## src/rtl/spi_slave_shifter.sv

```systemverilog
// SPI target-side serial engine: oversamples SCK/CS/MOSI in the local clock domain,
// deserializes MOSI into words and serializes a single-entry buffered TX word onto MISO.
module spi_slave_shifter #(
  parameter int unsigned       PHASE  = 0,
  parameter int unsigned       ACTIVE = 0,
  parameter int unsigned       DSIZE  = 8,
  parameter logic [DSIZE-1:0]  FILL   = '0
) (
  input  logic             clock,
  input  logic             rst_n,
  input  logic             spi_sck,
  input  logic             spi_cs_n,
  input  logic             spi_mosi,
  output logic             spi_miso,
  output logic             spi_miso_oe,
  output logic [DSIZE-1:0] rx_data,
  output logic             rx_valid,
  output logic             rx_overrun,
  input  logic             rx_ack,
  input  logic [DSIZE-1:0] tx_data,
  input  logic             tx_valid,
  output logic             tx_ready,
  output logic             tx_underrun,
  output logic             frame_abort
);

  localparam int unsigned     CntW    = (DSIZE > 2) ? $clog2(DSIZE) : 1;
  localparam logic [CntW-1:0] LastBit = CntW'(DSIZE - 1);
  localparam logic            IdleLvl = (ACTIVE != 0);

  typedef enum logic {StIdle, StSelect} state_e;

  state_e state_q, state_d;

  logic sck_s1_q, sck_s2_q, sck_d_q;
  logic cs_s1_q, cs_s2_q;
  logic mosi_s1_q, mosi_s2_q;

  logic [CntW-1:0]  bit_cnt_q, bit_cnt_d;
  logic [DSIZE-1:0] shift_rx_q, shift_rx_d;
  logic [DSIZE-1:0] shift_tx_q, shift_tx_d;
  logic [DSIZE-1:0] rx_data_q, rx_data_d;
  logic [DSIZE-1:0] buf_q, buf_d;
  logic             buf_full_q, buf_full_d;
  logic             oe_q, oe_d;
  logic             rx_valid_q, rx_valid_d;
  logic             pending_q, pending_d;
  logic             underrun_q, underrun_d;
  logic             abort_q, abort_d;

  logic sck_edge, lead_edge, trail_edge, sample_edge, shift_edge;
  logic load;

  // Two-flop synchronizers; sck_d_q gives the previous synced SCK level for edge detection.
  always_ff @(posedge clock or negedge rst_n) begin
    if (!rst_n) begin
      sck_s1_q  <= IdleLvl;
      sck_s2_q  <= IdleLvl;
      sck_d_q   <= IdleLvl;
      cs_s1_q   <= 1'b1;
      cs_s2_q   <= 1'b1;
      mosi_s1_q <= 1'b0;
      mosi_s2_q <= 1'b0;
    end else begin
      sck_s1_q  <= spi_sck;
      sck_s2_q  <= sck_s1_q;
      sck_d_q   <= sck_s2_q;
      cs_s1_q   <= spi_cs_n;
      cs_s2_q   <= cs_s1_q;
      mosi_s1_q <= spi_mosi;
      mosi_s2_q <= mosi_s1_q;
    end
  end

  assign sck_edge    = (sck_s2_q != sck_d_q) && !cs_s2_q;
  assign lead_edge   = sck_edge && (sck_s2_q != IdleLvl);
  assign trail_edge  = sck_edge && (sck_s2_q == IdleLvl);
  assign sample_edge = (PHASE == 0) ? lead_edge : trail_edge;
  assign shift_edge  = (PHASE == 0) ? trail_edge : lead_edge;

  always_comb begin
    state_d    = state_q;
    bit_cnt_d  = bit_cnt_q;
    shift_rx_d = shift_rx_q;
    shift_tx_d = shift_tx_q;
    rx_data_d  = rx_data_q;
    oe_d       = oe_q;
    rx_valid_d = 1'b0;
    underrun_d = 1'b0;
    abort_d    = 1'b0;
    load       = 1'b0;

    unique case (state_q)
      StIdle: begin
        oe_d       = 1'b0;
        shift_tx_d = '0;
        bit_cnt_d  = '0;
        if (!cs_s2_q) begin
          state_d = StSelect;
          oe_d    = 1'b1;
          load    = (PHASE == 0);
        end
      end
      StSelect: begin
        if (cs_s2_q) begin
          state_d    = StIdle;
          oe_d       = 1'b0;
          shift_tx_d = '0;
          bit_cnt_d  = '0;
          abort_d    = (bit_cnt_q != '0);
        end else if (sample_edge) begin
          shift_rx_d = {shift_rx_q[DSIZE-2:0], mosi_s2_q};
          if (bit_cnt_q == LastBit) begin
            bit_cnt_d  = '0;
            rx_data_d  = shift_rx_d;
            rx_valid_d = 1'b1;
          end else begin
            bit_cnt_d = bit_cnt_q + CntW'(1);
          end
        end else if (shift_edge) begin
          // A zero bit count on a shift edge marks a word boundary in both phases.
          if (bit_cnt_q == '0) begin
            load = 1'b1;
          end else begin
            shift_tx_d = {shift_tx_q[DSIZE-2:0], 1'b0};
          end
        end
      end
    endcase

    if (load) begin
      shift_tx_d = buf_full_q ? buf_q : FILL;
      underrun_d = !buf_full_q;
    end

    buf_d      = buf_q;
    buf_full_d = buf_full_q;
    if (load) begin
      buf_full_d = 1'b0;
    end
    if (tx_valid && !buf_full_q) begin
      buf_d      = tx_data;
      buf_full_d = 1'b1;
    end

    // Ack clears the old pending before this rx_valid re-arms it.
    pending_d = (pending_q && !rx_ack) || rx_valid_q;
  end

  always_ff @(posedge clock or negedge rst_n) begin
    if (!rst_n) begin
      state_q    <= StIdle;
      bit_cnt_q  <= '0;
      shift_rx_q <= '0;
      shift_tx_q <= '0;
      rx_data_q  <= '0;
      buf_q      <= '0;
      buf_full_q <= 1'b0;
      oe_q       <= 1'b0;
      rx_valid_q <= 1'b0;
      pending_q  <= 1'b0;
      underrun_q <= 1'b0;
      abort_q    <= 1'b0;
    end else begin
      state_q    <= state_d;
      bit_cnt_q  <= bit_cnt_d;
      shift_rx_q <= shift_rx_d;
      shift_tx_q <= shift_tx_d;
      rx_data_q  <= rx_data_d;
      buf_q      <= buf_d;
      buf_full_q <= buf_full_d;
      oe_q       <= oe_d;
      rx_valid_q <= rx_valid_d;
      pending_q  <= pending_d;
      underrun_q <= underrun_d;
      abort_q    <= abort_d;
    end
  end

  assign spi_miso    = oe_q & shift_tx_q[DSIZE-1];
  assign spi_miso_oe = oe_q;
  assign rx_data     = rx_data_q;
  assign rx_valid    = rx_valid_q;
  assign rx_overrun  = rx_valid_q & pending_q & ~rx_ack;
  assign tx_ready    = ~buf_full_q;
  assign tx_underrun = underrun_q;
  assign frame_abort = abort_q;

endmodule

```

## config.mk

```make
export PLATFORM = sky130hd
export DESIGN_NAME = spi_slave_shifter
export DESIGN_NICKNAME = d
export VERILOG_FILES = /design/src/rtl/spi_slave_shifter.sv
export SDC_FILE = /design/constraint.sdc
export NUM_CORES = 1
export LEC_CHECK = 0
export ABC_AREA = 1
export CORE_MARGIN = 3
export CORE_UTILIZATION = 45
export DETAILED_ROUTE_END_ITERATION = 10
export GPL_TIMING_DRIVEN = 0
export PLACE_DENSITY = 0.69
export SLEW_MARGIN = 20
export SYNTH_ARGS = -nofsm -noshare
export SYNTH_HDL_FRONTEND = slang
export SYNTH_SLANG_ARGS = --single-unit
```

## constraint.sdc

```tcl
create_clock -name clock -period 1.7 [get_ports clock]
set_clock_uncertainty 0.2 [all_clocks]
set_input_delay 0.425 -clock clock [delete_from_list [all_inputs] [get_ports clock]]
set_output_delay 0.425 -clock clock [all_outputs]
set_load 0.02 [all_outputs]
```

==> results of run 1 <==
-- path summary, 6_finish.rpt --
kind	slack, ns	endpoint	cells past startpoint	start
worst max register to register	0.10	rx_data[6]	7	bit_cnt_q[0]
min in group asynchronous	0.42	shift_rx_q[0]	2	rst_n
worst min register to register	0.16	mosi_s2_q	0	mosi_s1_q
max in group asynchronous	0.38	shift_tx_q[5]	3	rst_n
worst min-delay path	0.16	mosi_s2_q	0	mosi_s1_q
worst max-delay path	0.06	rx_data[4]	1	rx_data[4]
-- cell type report --
class | count | area (sq um)
Fill cell | 377 | 1609
Sequential cell | 48 | 1205
Multi-Input combinational cell | 131 | 706.9
Timing Repair Buffer | 37 | 336.6
Inverter | 23 | 86.33
Clock buffer | 5 | 68.82
Tap cell | 50 | 62.56
Clock inverter | 3 | 47.55
Buffer | 3 | 21.27
-- power groups by stage --
stage / sequential (mW) / clock, mW / combinational [mW]
floorplan: 1.36 / 0 / 0.237
global placement: 1.37 / 0 / 0.354
detailed placement: 1.38 / 0 / 0.362
CTS: 1.37 / 0.868 / 0.348
global route: 1.38 / 0.924 / 0.423
finish: 1.36 / 0.843 / 0.368
-- cell families (layout without fill, tap and decap cells) --
logic type	after synthesis	after routing	synth area share
muxes	8	8	0.04481
adders and majority gates	3	3	0.01867
DFF	48	48	0.5986
and+or+nand+nor	103	103	0.2309
AOI/OAI and AO/OA	17	17	0.05103
buffers and inverters	27	71	0.05600
-- registers in the layout, summed over array words and instances (netlist names), 3 cells and up --
name        cells
bit_cnt_q       3
buf_q           8
rx_data         8
shift_rx_q      7
shift_tx_q      8
-- synthesized netlist by cell type, drive strengths merged --
| cell | count |
|---|---|
| dfrtp | 46 |
| nand3 | 17 |
| nand2 | 71 |
| mux2 | 8 |
| nand3b | 1 |
| o21ai | 14 |
| dfstp | 2 |
| nand4 | 1 |
| nor2 | 11 |
| inv | 23 |
| nor3 | 2 |
| ha | 3 |
| a21oi | 2 |
| o21bai | 1 |
| buf | 4 |
-- cell usage in the layout (no fill, tap or decap), drive strengths merged, types with 8 or more instances in the layout --
cell type	Yosys	final
nand2	71	71
dfrtp	46	46
inv	23	23
nand3	17	17
o21ai	14	14
buf	4	14
clkdlybuf4s50	0	12
dlygate4sd2	0	11
nor2	11	11
mux2	8	8
-- timing repair --
action | in CTS | in global routing
setup buffers | 2 | 4
hold buffers | 1 | 0
pin swaps | 1 | 1
endpoints found under the hold margin | 20 | 0
resized for setup | 28 | 11
setup endpoints to repair | 18 | 21
-- through the flow --
step	cells	util
4_1_cts	296	0.6018
5_1_grt	300	0.6117
2_1_floorplan	206	-
3_5_place_dp	286	0.5740
6_report	300	0.6117
3_3_place_gp	285	0.5704
-- per-layer routing --
layer,vias up,track usage,share of wire
met5,-,0,0
met4,0,0.07377,0.021
met3,5,0.05785,0.046
met2,26,0.2295,0.45
met1,679,0.2127,0.48
li1,730,-,-
==> results.json, run 1 <==
{
  "critPathMaxStageDelay_ns": 0.39,
  "gr-usage-all-layers": 0.1588,
  "crit_path_end_kind": "primary output",
  "stdcell_area_sq_um": 2535,
  "setup_ws_ns": 0.06102,
  "post-place-ws_ns": -0.5777,
  "ctsRootBufferMaster": "clkbuf_8",
  "grt_pass1_vias": 1374,
  "crit_slowest_cell": "dfrtp_1",
  "min_period_ns": 1.639,
  "run_status": "complete, no violations",
  "total_power_mw": 2.572,
  "ant_nets": 0,
  "grt_max_degree": 27,
  "yosysSeqAreaShare": 0.5986,
  "path_delay_family": "flip-flops",
  "routed_wirelength_um": 3535,
  "synthTopCellsByArea": "dfrtp_1 57%, nand2_1 13%, mux2_2 4.5%, nand3_1 4.0%, inv_1 3.7%",
  "yosys_warnings": 0,
  "htreeDepth": 2,
  "drive_above_1_share": 0.2080,
  "min_path_type": "flip-flop to flip-flop",
  "initial_core_util": 0.4852,
  "cts_buffers": 5,
  "clkSlewWorstSetupHoldPaths_ns": 0.09,
  "dieArea_sq_um": 5306,
  "tightestPinTransition_ns": 0.5159,
  "arrival_ns": 1.01,
  "cts_tree": "yes",
  "numPortBuffers": 29,
  "yosysTopAreaCell": "dfrtp_1",
  "synthesis.area_sq_um": 2011,
  "chipWidth_um": 72.85,
  "finalSetupViolCount": 0,
  "syn_nets": 224,
  "synth.avg_cell_area_sq_um": 9.761,
  "p_int_mw": 1.902,
  "ios": 30,
  "grt_overflow": 0,
  "antennaDiodeCount": 0,
  "clock_sinks": 48,
  "fin_crit_sh": 0.9641,
  "netSwitchingPower_mw": 0.6695,
  "vias_per_cell": 4.800,
  "powerDensity_nw_per_um2": 1014,
  "setup_tns_ns": 0,
  "num_vias": 1440,
  "grt_first_pass_wirelength_um": 6313,
  "path_cells": "dlygate4sd2_1",
  "yosysTopAreaCellShare": 0.5725,
  "ys_ff_latch": 48,
  "fin_nets": 267,
  "vdd_drop_max_mv": 0.5451,
  "clkLatencyLatePin_ns": 0.31,
  "drc": 0,
  "critPathMaxFanout": 2,
  "clk_path_buf_depth": 2,
  "place_area_sq_um": 2379,
  "antenna_found_initial": 0,
  "cp.required_ns": 1.07,
  "rsz0062_at_grt": "false",
  "coreArea_sq_um": 4144,
  "routabilityCongestion": 0.7731,
  "pwr-share-comb": 0.143,
  "pwr-share-seq": 0.529,
  "dr.pass1.iters": 4,
  "dpl.hpwl_um": 2472,
  "switching_share": 0.2604,
  "final_max_slew_viol_count": 0,
  "rows": 23,
  "leakagePower_nw": 1.353,
  "first_iter_violations": 93,
  "area_growth_pct": 26.07,
  "worstSetupPathType": "flip-flop to primary output",
  "hold_viol": 0,
  "synth.distinct_cells": 22,
  "wl_per_cell_um": 11.78,
  "die_h_um": 72.85,
  "slew_headroom": 0.6561,
  "cap_violations": 0,
  "holdWs_ns": 0.1580,
  "crit_buf_inv": 1,
  "syn_inst": 206,
  "cp-start-kind": "flip-flop",
  "fmax_ghz": 0.6101,
  "clkPwrFrac": 0.328
}
No activity file was read; power rests on OpenSTA's default activity.
==> run 2, diff against run 1 <==
Settings changed: CORE_ASPECT_RATIO set to 0.8.
==> results.json, run 2 (synthesized netlist as in run 1, its figures left out) <==
{
  "run_status": "complete, no violations",
  "vdd_drop_max_mv": 0.6896,
  "clock_sinks": 48,
  "switching_share": 0.2564,
  "clkSlewWorstSetupHoldPaths_ns": 0.08,
  "tightestPinTransition_ns": 0.4521,
  "min_period_ns": 1.643,
  "chipWidth_um": 80.74,
  "numPortBuffers": 29,
  "gr-usage-all-layers": 0.1450,
  "vias_per_cell": 4.571,
  "total_power_mw": 2.394,
  "cap_violations": 0,
  "grtUsageMet1": 0.2295,
  "pwr-share-seq": 0.572,
  "clkLatencyLatePin_ns": 0.30,
  "num_vias": 1385,
  "finalSetupViolCount": 0,
  "clkPwrFrac": 0.285,
  "dr.pass1.iters": 4,
  "dpl.hpwl_um": 2396,
  "fmax_ghz": 0.6086,
  "min_path_type": "flip-flop to flip-flop",
  "pwr-share-comb": 0.143,
  "initial_core_util": 0.4753,
  "dpl.cell_count": 293,
  "htreeDepth": 2,
  "ios": 30,
  "final_max_slew_viol_count": 0,
  "leakagePower_nw": 1.331,
  "critPathMaxFanout": 2,
  "antenna_found_initial": 0,
  "crit_path_end_kind": "primary output",
  "p_int_mw": 1.780,
  "holdWs_ns": 0.1512,
  "die_h_um": 65.79,
  "layout_commonest_cell": "nand2_1",
  "arrival_ns": 1.02,
  "dieArea_sq_um": 5311,
  "coreArea_sq_um": 4230,
  "slew_headroom": 0.6986,
  "grt_pass1_vias": 1223,
  "grt_overflow": 0,
  "cts_tree": "yes",
  "rows": 21,
  "cp.required_ns": 1.07,
  "met2_usage": 0.1860,
  "routabilityCongestion": 0.7654,
  "cp-start-kind": "flip-flop",
  "powerDensity_nw_per_um2": 955.6,
  "first_iter_violations": 125,
  "hold_viol": 0,
  "cts_buffers": 5,
  "grt.met3_usage": 0.03270,
  "area_growth_pct": 24.58,
  "grt_busiest_layer": "met1",
  "drc": 0,
  "netSwitchingPower_mw": 0.6138,
  "drive_above_1_share": 0.1911,
  "final_cell_mix": "68 x nand2_1, 45 x dfrtp_1, 16 x nand3_1",
  "ant_nets": 0,
  "routed_wirelength_um": 3353,
  "clk_path_buf_depth": 2,
  "stdcell_count": 303,
  "grt_max_degree": 30,
  "ctsRootBufferMaster": "clkbuf_8",
  "fin_crit_sh": 0.9665,
  "wl_per_cell_um": 11.07,
  "worstSetupPathType": "flip-flop to primary output",
  "rsz0062_at_grt": "false",
  "fin_nets": 263,
  "antennaDiodeCount": 0,
  "grt_first_pass_wirelength_um": 5837
}
run 2: power by group through the flow:
stage	Combinational [mW]	Clock, mW	Sequential, mW
2_1_floorplan	0.237	0	1.36
3_3_place_gp	0.347	0	1.38
3_5_place_dp	0.357	0	1.38
4_1_cts	0.354	0.706	1.36
5_1_grt	0.393	0.758	1.39
6_report	0.342	0.681	1.37
run 2: worst max-delay path: stages (launching register included):
cell and delay, ns:
dfrtp_1 0.34, inv_1 0.06, nor3_2 0.17, buf_4 0.16
run 2: metal layers:
layer,vias to the layer above,part of all wire
li1,723,-
met1,627,0.52
met2,30,0.42
met3,5,0.044
met4,0,0.016
met5,-,0
run 2: path summary, 6_finish.rpt:
check | startpoint | to | slack, ns | cells past startpoint
max in group asynchronous | rst_n | shift_rx_q[3] | 0.40 | 3
worst max register to register | cs_s2_q | rx_data[2] | 0.12 | 7
worst min register to register | mosi_s1_q | mosi_s2_q | 0.15 | 0
min in group asynchronous | rst_n | shift_tx_q[2] | 0.40 | 2
worst min-delay path | mosi_s1_q | mosi_s2_q | 0.15 | 0
worst max-delay path | rx_valid | rx_overrun | 0.06 | 3
run 2: through the flow:
step | setup TNS [ns] | util | setup WS, ns | instance area [sq um]
after CTS | 0 | 0.5827 | 0.003219 | 2465
after detailed placement | -0.8572 | 0.5643 | -0.5677 | 2387
after global placement | -63.87 | 0.5608 | -1.334 | 2372
after global routing | 0 | 0.5921 | 0.003559 | 2505
final | 0 | 0.5921 | 0.05696 | 2505
after floorplan | 0 | - | 0.1107 | 2011
run 2: what timing repair did:
action | in CTS | in global routing
pin swaps | 1 | 4
hold buffers | 1 | 0
buffers inserted | 0 | 2
setup endpoints to repair | 15 | 19
endpoints found under the hold margin | 17 | 0
gates resized for setup | 27 | 14
run 2: area by class of cell:
cell class	count	area, sq um
tap	57	71.32
sequential	48	1205
timing repair buffer	33	304.0
buffer	3	21.27
fill	381	1725
clock buffer	8	90.09
inverter	23	88.84
multi-input combinational	131	724.4
==> variant 1, RTL diff (flow settings as in run 2) <==
The output `tx_underrun` loses its register stage (`underrun_q` becomes a continuous assignment).
--- a/src/rtl/spi_slave_shifter.sv
+++ b/src/rtl/spi_slave_shifter.sv
@@ -161,3 +161,2 @@
       pending_q  <= 1'b0;
-      underrun_q <= 1'b0;
       abort_q    <= 1'b0;
@@ -174,3 +173,2 @@
       pending_q  <= pending_d;
-      underrun_q <= underrun_d;
       abort_q    <= abort_d;
@@ -178,2 +176,4 @@
   end
+
+  assign underrun_q = underrun_d;
 
Formal check against the unedited RTL: not equivalent (Yosys sat finds a counterexample within 4 cycles, from zero or initial values and one cycle with rst_n low).
==> variant 1 against run 2 <==
The run now ends with setup timing left; register-to-register slack lost 0.19 ns; combinational power grew 18%; final area grew 4.3%; total power grew 2.4%; clock power grew 5.0%; final cell count grew 3.0%; sequential cell count shrank 1; worst setup slack lost 0.37 ns; synthesized area shrank 1.2%; wire length grew 7.4%; critical endpoint is now tx_underrun; largest cell class unchanged.
==> variant 1: results (changes against run 2) <==
| Metric | Value |
|---|---|
| Status | `finished with violations` |
| Violations in the final reports | `setup timing` |
| Final WS setup | `-0.313 ns (-0.370 ns)` |
| Yosys Warn Count | `0 (unchanged)` |
| Ys flop type | `dfrtp_1` |
| First-iteration detailed-routing DRC count | `67 (-46%)` |
| Worst R2R Path Depth | `9 (+2)` |
| Final setup viols | `14 (+14)` |
| Pre-CTS setup slack | `-0.616 ns (-0.0479 ns)` |
| Post-DP HPWL | `2.52 mm (+5.2%)` |
| Register area share after synthesis | `59.4% (-0.51 points)` |
| Vias in the first global route | `1328 (+8.6%)` |
| Final nets | `274 (+4.2%)` |
| Total wire length | `3.60 mm (+7.4%)` |
| Reg2reg start | `bit_cnt_q[1]$_DFFE_PN0P_` |
| Area contributors post-synth | `dfrtp_1 (57%), nand2_1 (13%), mux2_2 (4.5%)` |
| Met1 Usage GRT | `23.0% (+0.082 points)` |
| LEAKAGE | `1.39 nW (+4.2%)` |
| Global Route met2 Usage | `21.8% (+3.2 points)` |
| Via/cell ratio | `4.54 (-0.57%)` |
| Async S/R FF share, synth | `100% (unchanged)` |
| Share of layout cells above drive strength 1 | `26.1% (+7.0 points)` |
| Syn_nets | `223 (-0.45%)` |
| Max clock buf depth | `2 (unchanged)` |
| Period Utilization, post-route | `118% (+22 points)` |
| Worst Hold Path EP | `sck_s2_q$_DFF_PN0_` |
| R2R Setup Slk | `-0.07 ns (-0.19 ns)` |
| Largest net degree at the start of global routing | `26 (-13%)` |
| CP arrival | `1.39 ns (+0.37 ns)` |
| Skew-Pair Late Insertion Delay | `0.29 ns` |
| Port bufs | `29 (unchanged)` |
| Gpl congestion | `0.820 (+7.2%)` |
| Min-Delay Path Class | `reg2reg` |
| DRT Pass-1 Iters | `4 (unchanged)` |
| Root Driver | `clkbuf_8` |
| Hold Crit Start | `sck_s1_q$_DFF_PN0_` |
| Met3 GRT Util | `3.70% (+0.43 points)` |
| Post-synth cell types | `22 (unchanged)` |
| # diodes | `0 (unchanged)` |
| Max FO, Critical Path | `3 (+1)` |
| H-Tree Depth | `2 (unchanged)` |
| First-pass GRT wire length | `6.18 mm (+5.9%)` |
| Total GRT Usage | `15.5% (+1.0 points)` |
| Clk slew on worst S/H paths | `0.08 ns (about the same)` |
| Peak supply drop | `0.577 mV (-16%)` |
| Post-synth top cells | `nand2_1 (69), dfrtp_1 (45), inv_1 (20), nand3_1 (16), o21ai_0 (14)` |
| Least-Margin Pin Slew | `0.513 ns (+0.0610 ns)` |
| Reg2reg end | `rx_data[1]$_DFFE_PN0P_` |
| WHS Path Cells | `0 (unchanged)` |
## variant 1: metrics by stage
stage	hold WS (ns)	instance area (µm²)	TNS, ns	cells	total power, mW
3_5_place_dp	0.137	2380	-1.69	290	1.72
6_report	0.155	2610	-0.774	312	2.45
4_1_cts	0.156	2540	-0.344	306	2.46
3_3_place_gp	0.134	2370	-60.89	289	1.71
2_1_floorplan	-0.0706	2010	0	205	1.58
5_1_grt	0.167	2610	-2.29	312	2.60
## variant 1: critical path: stages (launching register included)
cell      delay [ns]
dfrtp_1         0.40
inv_2           0.09
ha_4            0.14
nand2_4         0.05
o21bai_4        0.12
nand2_2         0.09
nor2_4          0.09
buf_6           0.12
## variant 1: worst max path at each step
stage	start	end	slack, ns	cells past startpoint
floorplan	bit_cnt_q[0]$_DFFE_PN0P_	tx_underrun	0.007	6
finish	bit_cnt_q[0]$_DFFE_PN0P_	tx_underrun	-0.31	7
detailed placement	bit_cnt_q[1]$_DFFE_PN0P_	tx_underrun	-0.62	7
CTS	bit_cnt_q[0]$_DFFE_PN0P_	tx_underrun	-0.34	7
global route	bit_cnt_q[0]$_DFFE_PN0P_	tx_underrun	-0.38	7
global placement	rst_n	shift_tx_q[4]$_DFFE_PN0P_	-1.29	1
## variant 1: area by class of cell
cell class                      count  area [µm²]
Timing Repair Buffer               44         387
Sequential cell                    47        1180
Inverter                           23        93.8
Fill cell                         353        1390
Tap cell                           55        68.8
Buffer                              4        38.8
Multi-Input combinational cell    131         746
Clock buffer                        8         100
## variant 1: logic make-up (layout without fill, tap and decap cells)
family | Yosys count | count (layout) | synth area share [%]
AOI/OAI and AO/OA | 17 | 17 | 5.17
adders and majority gates | 3 | 3 | 1.89
and+or+nand+nor | 103 | 103 | 23.4
buffers and inverters | 27 | 79 | 5.67
DFF | 47 | 47 | 59.4
muxes | 8 | 8 | 4.54
## variant 1: metal layers
metal	vias up	share of wire, %
met5	-	0
met4	0	0.58
met1	639	51
met3	2	4.1
li1	752	-
met2	25	44
## variant 1: power by group
group / switching [mW] / internal (mW)
Clock: 0.344 / 0.371
Sequential: 0.0761 / 1.26
Combinational: 0.209 / 0.195
## variant 1: what timing repair did
action	in CTS	in global routing
setup buffers	7	6
resized for setup	37	15
endpoints found under the setup margin	15	21
hold buffers	1	0
pin swaps	4	7
endpoints found under the hold margin	20	0
==> variant 2, RTL diff (config.mk and constraints of run 2) <==
Without the edit above. Set the parameter `DSIZE` to 16 (it was 8).
--- a/src/rtl/spi_slave_shifter.sv
+++ b/src/rtl/spi_slave_shifter.sv
@@ -5,3 +5,3 @@
   parameter int unsigned       ACTIVE = 0,
-  parameter int unsigned       DSIZE  = 8,
+  parameter int unsigned       DSIZE  = 16,
   parameter logic [DSIZE-1:0]  FILL   = '0
Ports: changed (resized rx_data and tx_data); port bits go from 30 to 46. No check against the original RTL was run, so the function may have changed too.
==> variant 2 against run 2 <==
Final cell count up 81%; sequential cell count up 33; wire length up 110%; synthesized area up 75%; worst setup slack worse by 0.056 ns; first-iteration DRC count down 14%; final area up 80%; total power up 91%; clock power up 130%.
==> variant 2: results (changes against run 2) <==
| Metric | Value |
|---|---|
| Seq area share | `44.9% (-3.2 points)` |
| Placed cells | `518 (+77%)` |
| Worst Hold Path EP | `sck_s2_q$_DFF_PN0_` |
| Reg2reg end | `shift_tx_q[6]$_DFFE_PN0P_` |
| Post-synth cell types | `28 (+27%)` |
| Register area share after synthesis | `57.5% (-2.3 points)` |
| Worst R2R Path Depth | `12 (+5)` |
| Largest net degree at the start of global routing | `53 (+77%)` |
| H-Tree Depth | `3 (+1)` |
| Area contributors post-synth | `dfrtp_1 (56%), nand2_1 (14%), mux2_2 (5.1%)` |
| CTS resizes | `50 (+85%)` |
| CLK BUF | `10 (+2)` |
| Port bufs | `45 (+55%)` |
| Gpl congestion | `0.813 (+6.3%)` |
| Synth-to-Final Area Change | `28.2%` |
| Layout clock area frac | `5.04% (+1.4 points)` |
| LEAKAGE | `2.27 nW (+71%)` |
| Vias in the first global route | `2547 (+110%)` |
| Hold Crit Start | `sck_s1_q$_DFF_PN0_` |
| Status | `finished, final reports clean` |
| Number of CTS-inserted buffers | `9 (+4)` |
| Area of the multi-input gates | `1250 µm² (+73%)` |
| Multi-input gates | `226 (+73%)` |
| Non-CTS inverters | `46 (+100%)` |
| Total GRT Usage | `17.4% (+2.9 points)` |
variant 2: worst max-delay path by stage:
stage | endpoint | slack (ns) | cells past startpoint
after floorplan | rx_overrun | 0.11 | 2
after global placement | rx_data[8]$_DFFE_PN0P_ | -2.90 | 1
after detailed placement | rx_overrun | -0.59 | 3
after CTS | rx_overrun | -0.04 | 3
after global routing | shift_tx_q[6]$_DFFE_PN0P_ | -0.13 | 12
final | shift_tx_q[6]$_DFFE_PN0P_ | 0.001 | 12
variant 2: through the flow:
stage          hold slack, ns  setup TNS, ns
2_1_floorplan         -0.0706              0
3_3_place_gp            0.137        -235.85
3_5_place_dp            0.135          -3.89
4_1_cts                 0.154        -0.0520
5_1_grt                 0.161          -1.07
6_report                0.153              0
variant 2: routing by layer:
layer,share of wire (%),routed length (µm),GRT usage (%),vias to the layer above
met5,0,0,0,-
met1,49,3530,25.0,1250
li1,-,-,-,1278
met4,0.54,39,5.24,0
met2,46,3300,26.6,60
met3,4.2,304,4.11,2
variant 2: power by group:
part | internal, mW | leakage, nW | total (mW) | switching (mW)
Sequential | 2.16 | 1.05 | 2.29 | 0.129
Clock | 0.873 | 0.113 | 1.58 | 0.704
Combinational | 0.336 | 1.10 | 0.700 | 0.364
variant 2: kinds of logic (layout without fill, tap and decap cells):
| logic type | count (synthesis) | in the layout | synth area share, % |
|---|---|---|---|
| compound gates | 37 | 37 | 6.14 |
| simple gates | 170 | 170 | 21.9 |
| fa+ha+maj | 2 | 2 | 0.709 |
| xor+xnor | 1 | 1 | 0.248 |
| buf+inv | 60 | 137 | 8.41 |
| flops | 81 | 81 | 57.5 |
| mux | 16 | 16 | 5.11 |
